### src/rtl/fdiv_scheduler_if.sv
// Requester and response channels of the divider scheduler: N packed request ports in,
// one valid/ready result port out.
interface fdiv_scheduler_if #(
    parameter int unsigned N   = 2,
    parameter int unsigned IDW = 1
);
    logic [N-1:0]    req_valid;
    logic [N-1:0]    req_ready;
    logic [32*N-1:0] req_a;
    logic [32*N-1:0] req_b;
    logic [2*N-1:0]  req_rm;
    logic            resp_valid;
    logic            resp_ready;
    logic [IDW-1:0]  resp_id;
    logic [31:0]     resp_s;

    modport master (
        output req_valid, req_a, req_b, req_rm, resp_ready,
        input  req_ready, resp_valid, resp_id, resp_s
    );

    modport slave (
        input  req_valid, req_a, req_b, req_rm, resp_ready,
        output req_ready, resp_valid, resp_id, resp_s
    );
endinterface

### src/rtl/fdiv_scheduler.sv
// Round-robin front end for one shared iterative float divider: a single operation in flight,
// its quotient parked in a response register until the consumer takes it.
module fdiv_scheduler #(
    parameter int unsigned N       = 2,
    parameter int unsigned IDW     = 1,
    parameter int unsigned RES_DLY = 4,
    parameter int unsigned TIMEOUT = 31
) (
    input  logic            clk,
    input  logic            rst,
    fdiv_scheduler_if.slave bus,
    input  logic            flush,
    output logic [31:0]     div_a,
    output logic [31:0]     div_b,
    output logic [1:0]      div_rm,
    output logic            div_fdiv,
    output logic            div_ena,
    input  logic            div_busy,
    input  logic [31:0]     div_s,
    output logic            ctl_busy,
    output logic            err
);
    localparam int unsigned CntMax = (TIMEOUT > RES_DLY) ? TIMEOUT : RES_DLY;
    localparam int unsigned CntW   = $clog2(CntMax + 1);

    typedef enum logic [2:0] {StIdle, StIssue, StBusy, StDrain, StResp} state_e;

    state_e          state_q, state_d;
    logic [IDW-1:0]  rr_q, rr_d;
    logic [IDW-1:0]  id_q, id_d;
    logic [IDW-1:0]  resp_id_q, resp_id_d;
    logic [31:0]     a_q, a_d;
    logic [31:0]     b_q, b_d;
    logic [31:0]     resp_s_q, resp_s_d;
    logic [1:0]      rm_q, rm_d;
    logic [CntW-1:0] cnt_q, cnt_d;
    logic            kill_q, kill_d;
    logic            err_q, err_d;
    logic            ena_q, ena_d;

    logic            grant_vld;
    logic            grant;
    logic [IDW-1:0]  grant_idx;
    logic [IDW-1:0]  cand;

    // Walk from the pointer downwards in priority so the closest valid index wins.
    always_comb begin
        grant_vld = 1'b0;
        grant_idx = '0;
        cand      = '0;
        for (int k = int'(N) - 1; k >= 0; k--) begin
            cand = IDW'((int'(rr_q) + k) % int'(N));
            if (bus.req_valid[cand]) begin
                grant_vld = 1'b1;
                grant_idx = cand;
            end
        end
    end

    // div_busy guard: after a reset mid-operation the divider may still be finishing.
    assign grant = grant_vld & ~flush & ~div_busy & ~rst;

    always_comb begin
        state_d       = state_q;
        rr_d          = rr_q;
        id_d          = id_q;
        resp_id_d     = resp_id_q;
        a_d           = a_q;
        b_d           = b_q;
        rm_d          = rm_q;
        resp_s_d      = resp_s_q;
        cnt_d         = cnt_q;
        kill_d        = kill_q;
        err_d         = err_q;
        ena_d         = 1'b1;
        bus.req_ready = '0;
        div_fdiv      = 1'b0;

        unique case (state_q)
            StIdle: begin
                if (grant) begin
                    bus.req_ready[grant_idx] = 1'b1;
                    a_d     = bus.req_a[32*int'(grant_idx) +: 32];
                    b_d     = bus.req_b[32*int'(grant_idx) +: 32];
                    rm_d    = bus.req_rm[2*int'(grant_idx) +: 2];
                    id_d    = grant_idx;
                    rr_d    = (grant_idx == IDW'(N - 1)) ? '0 : grant_idx + IDW'(1);
                    kill_d  = 1'b0;
                    state_d = StIssue;
                end
            end
            StIssue: begin
                div_fdiv = 1'b1;
                cnt_d    = '0;
                if (flush) kill_d = 1'b1;
                state_d  = StBusy;
            end
            StBusy: begin
                if (flush) kill_d = 1'b1;
                if (!div_busy) begin
                    cnt_d   = CntW'(RES_DLY - 1);
                    state_d = StDrain;
                end else if (cnt_q == CntW'(TIMEOUT - 1)) begin
                    err_d   = 1'b1;
                    kill_d  = 1'b0;
                    state_d = StIdle;
                end else begin
                    cnt_d = cnt_q + CntW'(1);
                end
            end
            StDrain: begin
                if (cnt_q == '0) begin
                    resp_s_d  = div_s;
                    resp_id_d = id_q;
                    if (kill_q || flush) begin
                        kill_d  = 1'b0;
                        state_d = StIdle;
                    end else begin
                        state_d = StResp;
                    end
                end else begin
                    if (flush) kill_d = 1'b1;
                    cnt_d = cnt_q - CntW'(1);
                end
            end
            StResp: begin
                if (bus.resp_ready || flush) state_d = StIdle;
            end
            default: state_d = StIdle;
        endcase
    end

    always_ff @(posedge clk) begin
        if (rst) begin
            state_q   <= StIdle;
            rr_q      <= '0;
            id_q      <= '0;
            resp_id_q <= '0;
            a_q       <= '0;
            b_q       <= '0;
            rm_q      <= '0;
            resp_s_q  <= '0;
            cnt_q     <= '0;
            kill_q    <= 1'b0;
            err_q     <= 1'b0;
            ena_q     <= 1'b0;
        end else begin
            state_q   <= state_d;
            rr_q      <= rr_d;
            id_q      <= id_d;
            resp_id_q <= resp_id_d;
            a_q       <= a_d;
            b_q       <= b_d;
            rm_q      <= rm_d;
            resp_s_q  <= resp_s_d;
            cnt_q     <= cnt_d;
            kill_q    <= kill_d;
            err_q     <= err_d;
            ena_q     <= ena_d;
        end
    end

    assign div_a          = a_q;
    assign div_b          = b_q;
    assign div_rm         = rm_q;
    assign div_ena        = ena_q;
    assign ctl_busy       = (state_q != StIdle);
    assign err            = err_q;
    assign bus.resp_valid = (state_q == StResp);
    assign bus.resp_s     = resp_s_q;
    assign bus.resp_id    = resp_id_q;
endmodule

### src/flat_wrapper.sv
// flat-port wrapper written by rule: the top's interface ports become plain ports
module fdiv_scheduler_flat 
#(
    parameter int unsigned N       = 2,
    parameter int unsigned IDW     = 1,
    parameter int unsigned RES_DLY = 4,
    parameter int unsigned TIMEOUT = 31
)
  (clk, rst, flush, div_a, div_b, div_rm, div_fdiv, div_ena, div_busy, div_s, ctl_busy, err, bus_req_valid, bus_req_a, bus_req_b, bus_req_rm, bus_resp_ready, bus_req_ready, bus_resp_valid, bus_resp_id, bus_resp_s);
  fdiv_scheduler_if #(.N(N), .IDW(IDW)) bus_i ();
  input  logic clk;
  input  logic rst;
  input  logic flush;
  output logic [31:0] div_a;
  output logic [31:0] div_b;
  output logic [1:0] div_rm;
  output logic div_fdiv;
  output logic div_ena;
  input  logic div_busy;
  input  logic [31:0] div_s;
  output logic ctl_busy;
  output logic err;
  input wire logic [$bits(bus_i.req_valid)-1:0] bus_req_valid;
  input wire logic [$bits(bus_i.req_a)-1:0] bus_req_a;
  input wire logic [$bits(bus_i.req_b)-1:0] bus_req_b;
  input wire logic [$bits(bus_i.req_rm)-1:0] bus_req_rm;
  input wire logic [$bits(bus_i.resp_ready)-1:0] bus_resp_ready;
  output wire logic [$bits(bus_i.req_ready)-1:0] bus_req_ready;
  output wire logic [$bits(bus_i.resp_valid)-1:0] bus_resp_valid;
  output wire logic [$bits(bus_i.resp_id)-1:0] bus_resp_id;
  output wire logic [$bits(bus_i.resp_s)-1:0] bus_resp_s;
  assign bus_i.req_valid = bus_req_valid;
  assign bus_i.req_a = bus_req_a;
  assign bus_i.req_b = bus_req_b;
  assign bus_i.req_rm = bus_req_rm;
  assign bus_i.resp_ready = bus_resp_ready;
  assign bus_req_ready = bus_i.req_ready;
  assign bus_resp_valid = bus_i.resp_valid;
  assign bus_resp_id = bus_i.resp_id;
  assign bus_resp_s = bus_i.resp_s;
  fdiv_scheduler #(.N(N), .IDW(IDW), .RES_DLY(RES_DLY), .TIMEOUT(TIMEOUT)) u_core (.clk(clk), .rst(rst), .bus(bus_i), .flush(flush), .div_a(div_a), .div_b(div_b), .div_rm(div_rm), .div_fdiv(div_fdiv), .div_ena(div_ena), .div_busy(div_busy), .div_s(div_s), .ctl_busy(ctl_busy), .err(err));
endmodule
### config.mk
export PLATFORM = sky130hd
export DESIGN_NAME = fdiv_scheduler_flat
export DESIGN_NICKNAME = d
export VERILOG_FILES = /design/src/rtl/fdiv_scheduler_if.sv /design/src/rtl/fdiv_scheduler.sv /design/src/flat_wrapper.sv
export SDC_FILE = /design/constraint.sdc
export NUM_CORES = 1
export LEC_CHECK = 0
export BUFFER_PORTS_ARGS = -buffer_cell sky130_fd_sc_hd__buf_2
export CAP_MARGIN = 25
export CORE_ASPECT_RATIO = 1.75
export CORE_MARGIN = 5
export CORE_UTILIZATION = 35
export CTS_CLUSTER_SIZE = 16
export DETAILED_ROUTE_END_ITERATION = 6
export MAX_ROUTING_LAYER = met4
export PLACE_DENSITY_LB_ADDON = 0.05
export RECOVER_POWER = 50
export SLEW_MARGIN = 40
export SYNTH_ARGS = -nofsm -noshare
export SYNTH_HDL_FRONTEND = slang
export SYNTH_SLANG_ARGS = --single-unit
### constraint.sdc
create_clock -name clk -period 1.65 [get_ports clk]
set_input_delay 0.0825 -clock clk [delete_from_list [all_inputs] [get_ports clk]]
set_output_delay 0.0825 -clock clk [all_outputs]
set_load 0.03 [all_outputs]
==> results of run 1 <==
==> sequential cells by signal, summed over array words and instances, names as in the netlist, 2 cells and up <==
signal,flops
u_core.state_q,3
u_core.div_a,32
u_core.bus.resp_s,32
u_core.div_b,32
u_core.cnt_q,5
u_core.div_rm,2
==> layer usage <==
| layer | track usage, % | wire [um] | up-vias |
|---|---|---|---|
| li1 | - | - | 2542 |
| met3 | 4.23 | 1060 | 24 |
| met1 | 19.5 | 5970 | 2294 |
| met5 | - | 0 | - |
| met4 | 7.40 | 475 | 0 |
| met2 | 34.4 | 8860 | 177 |
==> through the flow <==
stage	area, um^2	hold slack (ps)
detailed placement	6560	317
global placement	6560	318
floorplan	4810	162
CTS	7210	36.2
finish	7410	76.3
global route	7410	84.3
==> where the power goes <==
| part | switching, uW | leakage [uW] | total (uW) | internal [uW] |
|---|---|---|---|---|
| logic | 561 | 0.00255 | 1030 | 472 |
| registers | 39.8 | 0.000911 | 2820 | 2780 |
| clock network | 988 | 0.000145 | 2180 | 1190 |
| total | 1590 | 0.00360 | 6030 | 4450 |
==> kinds of logic (layout without fill, tap and decap cells) <==
logic type                 after synthesis  count (layout)  share of synthesized area (%)
AOI/OAI and AO/OA                      129             129                           18.0
other                                    0               1                              0
adders and majority gates                3               3                          0.781
muxes                                   66              66                           13.7
buffers and inverters                   51             364                           4.66
DFF                                    112             112                           46.7
and+or+nand+nor                        185             185                           16.2
==> final timing paths <==
check,endpoint,from,cells after the start,slack [ps]
setup / recovery,u_core.kill_q$_SDFFE_PP0P_,u_core.cnt_q[1]$_SDFFE_PP0P_,8,60
hold / removal,u_core.div_b[12]$_SDFFE_PP0P_,bus_req_b[44],3,80
setup reg to reg,u_core.kill_q$_SDFFE_PP0P_,u_core.cnt_q[1]$_SDFFE_PP0P_,8,60
hold reg to reg,u_core.bus.resp_s[31]$_SDFFE_PP0P_,u_core.bus.resp_s[31]$_SDFFE_PP0P_,2,450
==> cell usage in the layout (no fill, tap or decap), types with 5 or more instances in the layout <==
cell type      instances
clkbuf_16             11
a211oi_2               5
a211oi_1              61
nor2_1                76
dfxtp_1              109
nand2_1               77
buf_12                 8
a21oi_1               39
inv_1                  5
dlygate4sd3_1         33
buf_4                 21
buf_2                274
nand3_1                6
o21ai_0                5
mux2i_1               66
==> worst max-delay path, delay by kind of cell (launching register included) <==
family	cells	cell delay [ps]
AO/OA/AOI/OAI	2	460
flip-flops	1	330
AND/OR/NAND/NOR	3	300
adder cells (fa/ha/maj)	1	130
buffers and inverters	2	230
==> area by class of cell <==
| cell class | instances | area [um^2] | share of cell area [%] |
|---|---|---|---|
| diodes | 1 | 2.50 | 0.0337 |
| clock buffers | 10 | 229 | 3.09 |
| clock inverters | 5 | 67.6 | 0.911 |
| inverters | 7 | 26.3 | 0.354 |
| multi-input cells | 383 | 2460 | 33.2 |
| well taps | 174 | 218 | 2.94 |
| repair buffers | 342 | 2160 | 29.2 |
| flip-flops and latches | 112 | 2250 | 30.3 |
==> repair_timing <==
item                                   in CTS  in global routing
endpoints found under the hold margin      33                  0
buffers inserted                            0                  4
hold buffers                               33                  0
cloned                                      0                  2
pin swaps                                   2                  8
setup endpoints to repair                  32                110
resized for setup                           5                 30
==> metrics.txt, run 1 <==
CTS sink count=about 110; worst-skew pair later-pin latency=340 ps; Port Buffers=about 280; Slew headroom=66.3%; Cells after Synth=between 500 and 600; PwrDens=814 nW/um^2; slowest stage delay, CP=~330 ps; EDFF count, synth=0; DP Worst Slack=-61.0 ps; RSZ-0062 raised after global routing=true; DR WL/cell=15.8 um; Antenna Nets Post-Route=0; Worst VDD drop=~0.5 mV; clk slew on worst S/H paths=80 ps; clock skew=8.05 ps; Routed WL=16,400 um; clk root buf=clkbuf_16; Max-cap violations=0; via count=slightly above 5,000; fin. max-slew vios=0; Most used DFF post-synth=dfxtp_1; area share of the largest cell type after synthesis=46.7%; # rows=56; Final Hold Vio Count=0; vias per cell=4.87; Pre-antenna DRT Iters=4; Critical-path top delay cell=dfxtp_2; Final Util=between 50% and 60%; H-tree Lvls=3; kind of critical path=reg2reg; number of synthesized register bits=approximately 110; worst-path cell chain=inv_2, ha_4, nor4b_4, buf_4, nand2_1, a32o_2, a32oi_1, nor2_1; antenna violations before repair=1; final setup fails=0; Avg Synthesized Cell Area=8.80 um^2; chip width=98.6 um; Required @ worst endpoint=about 1900 ps; Crit Path Max Fanout=5; Placed Cells=979; Worst setup EP type=flop; Synth Warn #=0; DIE HEIGHT=165 um; Yosys top cell by area=dfxtp_1; Area growth, synth to finish=54.3%; synth cell count leaders=dfxtp_1, nor2_1, nand2_1; crit path time final=1590 ps; Die ar.=about 16,000 um^2; Max clock buf depth=2; Critical Path AT=approximately 1800 ps; IO Pins=277; DPL Wire Length=12,000 um; fillers=1,308; post-synth cell types=37; Tcrit/Tclk final=96.5%; slew at the pin closest to its max-slew limit=505 ps; gr usage total=about a fifth; most common cell in the netlist=dfxtp_1; register area share after synthesis=around 47%; final setup TNS=0 ps; status=completed; syn nets=between 700 and 800; Area contributors post-synth=dfxtp_1, mux2i_1, a211oi_1; core area=around 13,000 um^2; largest net degree at the start of global routing=109; Final Power=between 6000 and 7000 uW; total gr overflow=0; Async SR Flop Fraction=0%; Iter 0 DRT Violations=114; Final nets=a little over 1,000; drc violations=0; global-route wire length before repair=24,000 um; Static Leak=0.00360 uW; fmax=628 MHz; Initial Util=35.7%; GPL Wtd Cong=0.882; Finished Layout Cells=~1,000; CTS buffer count=9; setup ws final=roughly 58 ps; vias in the first global route=4,964; Worst Setup Start Kind=flop; Netlist Area Pre-Place=about 4800 um^2; type of the tightest min-delay check=in2reg; CTS tree=yes; layout cell share with drive strength beyond 1=41.0%
(Power assumes the default switching activity.)
==> run 2: changes to the inputs <==
Settings changed: SETUP_SLACK_MARGIN set to 0.3.
==> run 2 against run 1 <==
Compared with the run above: flip-flop and latch count stayed put; clock power is 4% lower; critical path depth is 1 higher; largest power group unchanged.
==> metrics.txt, run 2 (synthesis results as in run 1) <==
WHS Endpoint=u_core.state_q[2]$_SDFFE_PP0P_; Max clock buf depth=2; largest net degree at the start of global routing=between 100 and 150; setup ws final=9.82 ps; Final Power=6150 uW; CP most frequent cell=buf_12; Port Buffers=276; DP Area=6670 um^2; DPL Wire Length=roughly 12,000 um; Psw=about 1700 uW; layout cell share with drive strength beyond 1=50.2%; Routed WL=17,900 um; Antenna Nets Post-Route=0; CTS sink count=112; Clock power frac=34.2%; Finished Layout Cells=roughly 1,100; clock skew=approximately 8.9 ps; reg2reg setup slack=10 ps; status=completed; vias in the first global route=5,256; Die ar.=16,300 um^2; antenna violations before repair=1; chip width=around 99 um; RR Endpoint=u_core.div_a[22]$_SDFFE_PP0P_; Required @ worst endpoint=1900 ps; slowest stage delay, CP=roughly 340 ps; Worst setup EP type=flop; fillers=1,177; Iter 0 DRT Violations=114; Worst Setup Start Kind=flop; Area growth, synth to finish=75.3%; DP Worst Slack=-31.7 ps; total gr overflow=0; internal power=4480 uW; hold_sp=bus_resp_ready; global-route wire length before repair=26,500 um; vias per cell=~4.9; final setup TNS=0 ps; clk slew on worst S/H paths=80 ps; post-route cell area=8430 um^2; CTS buffer count=9; Placed Cells=a little under 1,000; Final nets=1,068; drc violations=0; fin. max-slew vios=0; Critical-path top delay cell=dfxtp_2; Worst VDD drop=0.461 mV; commonest non-fill, non-tap cells in the layout=buf_2, dfxtp_1, mux2i_1, a211oi_1, nor2_1; GPL Wtd Cong=0.865; Switching Share=a little over a quarter; Static Leak=0.00402 uW; PwrDens=730 nW/um^2; hold path cells=4; fmax=610 MHz; gr usage total=roughly a fifth; clk root buf=clkbuf_16; sequential share of power=46.0%; # rows=56; via count=approximately 5,300; Crit Path Max Fanout=6; worst-path cell chain=nor4_4, o21ai_2, nor3_4, buf_6, buf_12, buf_12, buf_16, nor2_1, a211oi_1; Critical Path AT=1890 ps; Combinational Power Share=19.8%; Initial Util=35.7%; R2R depth=9; crit path time final=1640 ps; kind of critical path=reg2reg; DIE HEIGHT=roughly 170 um; commonest non-fill, non-tap cell in the layout=buf_2; CTS tree=yes; Max-cap violations=0; Final Hold Vio Count=0; final setup fails=0; RSZ-0062 raised after global routing=true; IO Pins=277; core area=13,500 um^2; Pre-antenna DRT Iters=4; Slew headroom=67.5%; Tcrit/Tclk final=99.4%; slew at the pin closest to its max-slew limit=487 ps; type of the tightest min-delay check=in2reg; DR WL/cell=16.7 um; H-tree Lvls=3; RR Startpoint=u_core.state_q[1]$_SDFFE_PP0P_; worst-skew pair later-pin latency=340 ps
[run 2: changes by cell type in the layout (fill, tap and decap cells not counted), moves of 5 or more]
cell and delta:
a211oi_1 +5, a211oi_2 -5, buf_12 +11, buf_16 +9, buf_6 +9, clkbuf_16 +5
nand2_1 -30, nand2_2 +18, nand2_4 +11, nor2_1 -23, nor2_2 +19
[run 2: worst max-delay path by stage]
stage                     cells after the start                            from  slack (ps)                            end
after floorplan                               7    u_core.cnt_q[1]$_SDFFE_PP0P_         150     u_core.kill_q$_SDFFE_PP0P_
after global placement                        7  u_core.state_q[1]$_SDFFE_PP0P_          40  u_core.div_a[18]$_SDFFE_PP0P_
after detailed placement                      7  u_core.state_q[1]$_SDFFE_PP0P_         -30  u_core.div_a[17]$_SDFFE_PP0P_
after CTS                                     7    u_core.cnt_q[1]$_SDFFE_PP0P_          70     u_core.kill_q$_SDFFE_PP0P_
after global routing                          7    u_core.cnt_q[1]$_SDFFE_PP0P_         -60     u_core.kill_q$_SDFFE_PP0P_
final                                         9  u_core.state_q[1]$_SDFFE_PP0P_          10  u_core.div_a[22]$_SDFFE_PP0P_
[run 2: routing by layer]
metal / vias up / track usage [%] / wire length [um]
met5: - / - / 0
met4: 0 / 8.58 / 595
met3: 35 / 4.27 / 1120
met2: 196 / 39.1 / 10000
met1: 2425 / 21.3 / 6220
li1: 2635 / - / -
[run 2: critical path: cells and delay by family, from the launching register on]
family          cells  cell delay, ps
buf+inv             4             500
compound gates      2             320
flops               1             340
simple gates        3             380
[run 2: power by group through the flow]
stage	clock network (uW)	registers, uW	logic, uW
floorplan	0	3040	380
global placement	0	2890	962
detailed placement	0	2890	974
CTS	2180	2820	1180
global route	2280	2840	1310
finish	2100	2830	1220
[run 2: through the flow]
step,utilization [%],hold slack (ps)
finish,62.6,43.6
detailed placement,49.6,316
CTS,59.8,40.2
global route,62.6,51.2
floorplan,-,154
global placement,49.6,312
[run 2: timing repair]
item,in CTS,in global routing
resized for setup,68,50
endpoints found under the hold margin,33,0
buffers inserted,18,5
cloned,13,7
setup endpoints to repair,113,113
pin swaps,52,23
hold buffers,33,0
[run 2: final cells by class]
type / instances / area (um^2) / share of cell area (%)
Inverter: 7 / 28.8 / 0.341
Timing Repair Buffer: 381 / 2950 / 35.0
Multi-Input combinational cell: 383 / 2690 / 32.0
Sequential cell: 112 / 2250 / 26.7
Antenna cell: 1 / 2.50 / 0.0297
Clock buffer: 10 / 239 / 2.84
Tap cell: 174 / 218 / 2.58
Clock inverter: 6 / 47.5 / 0.564
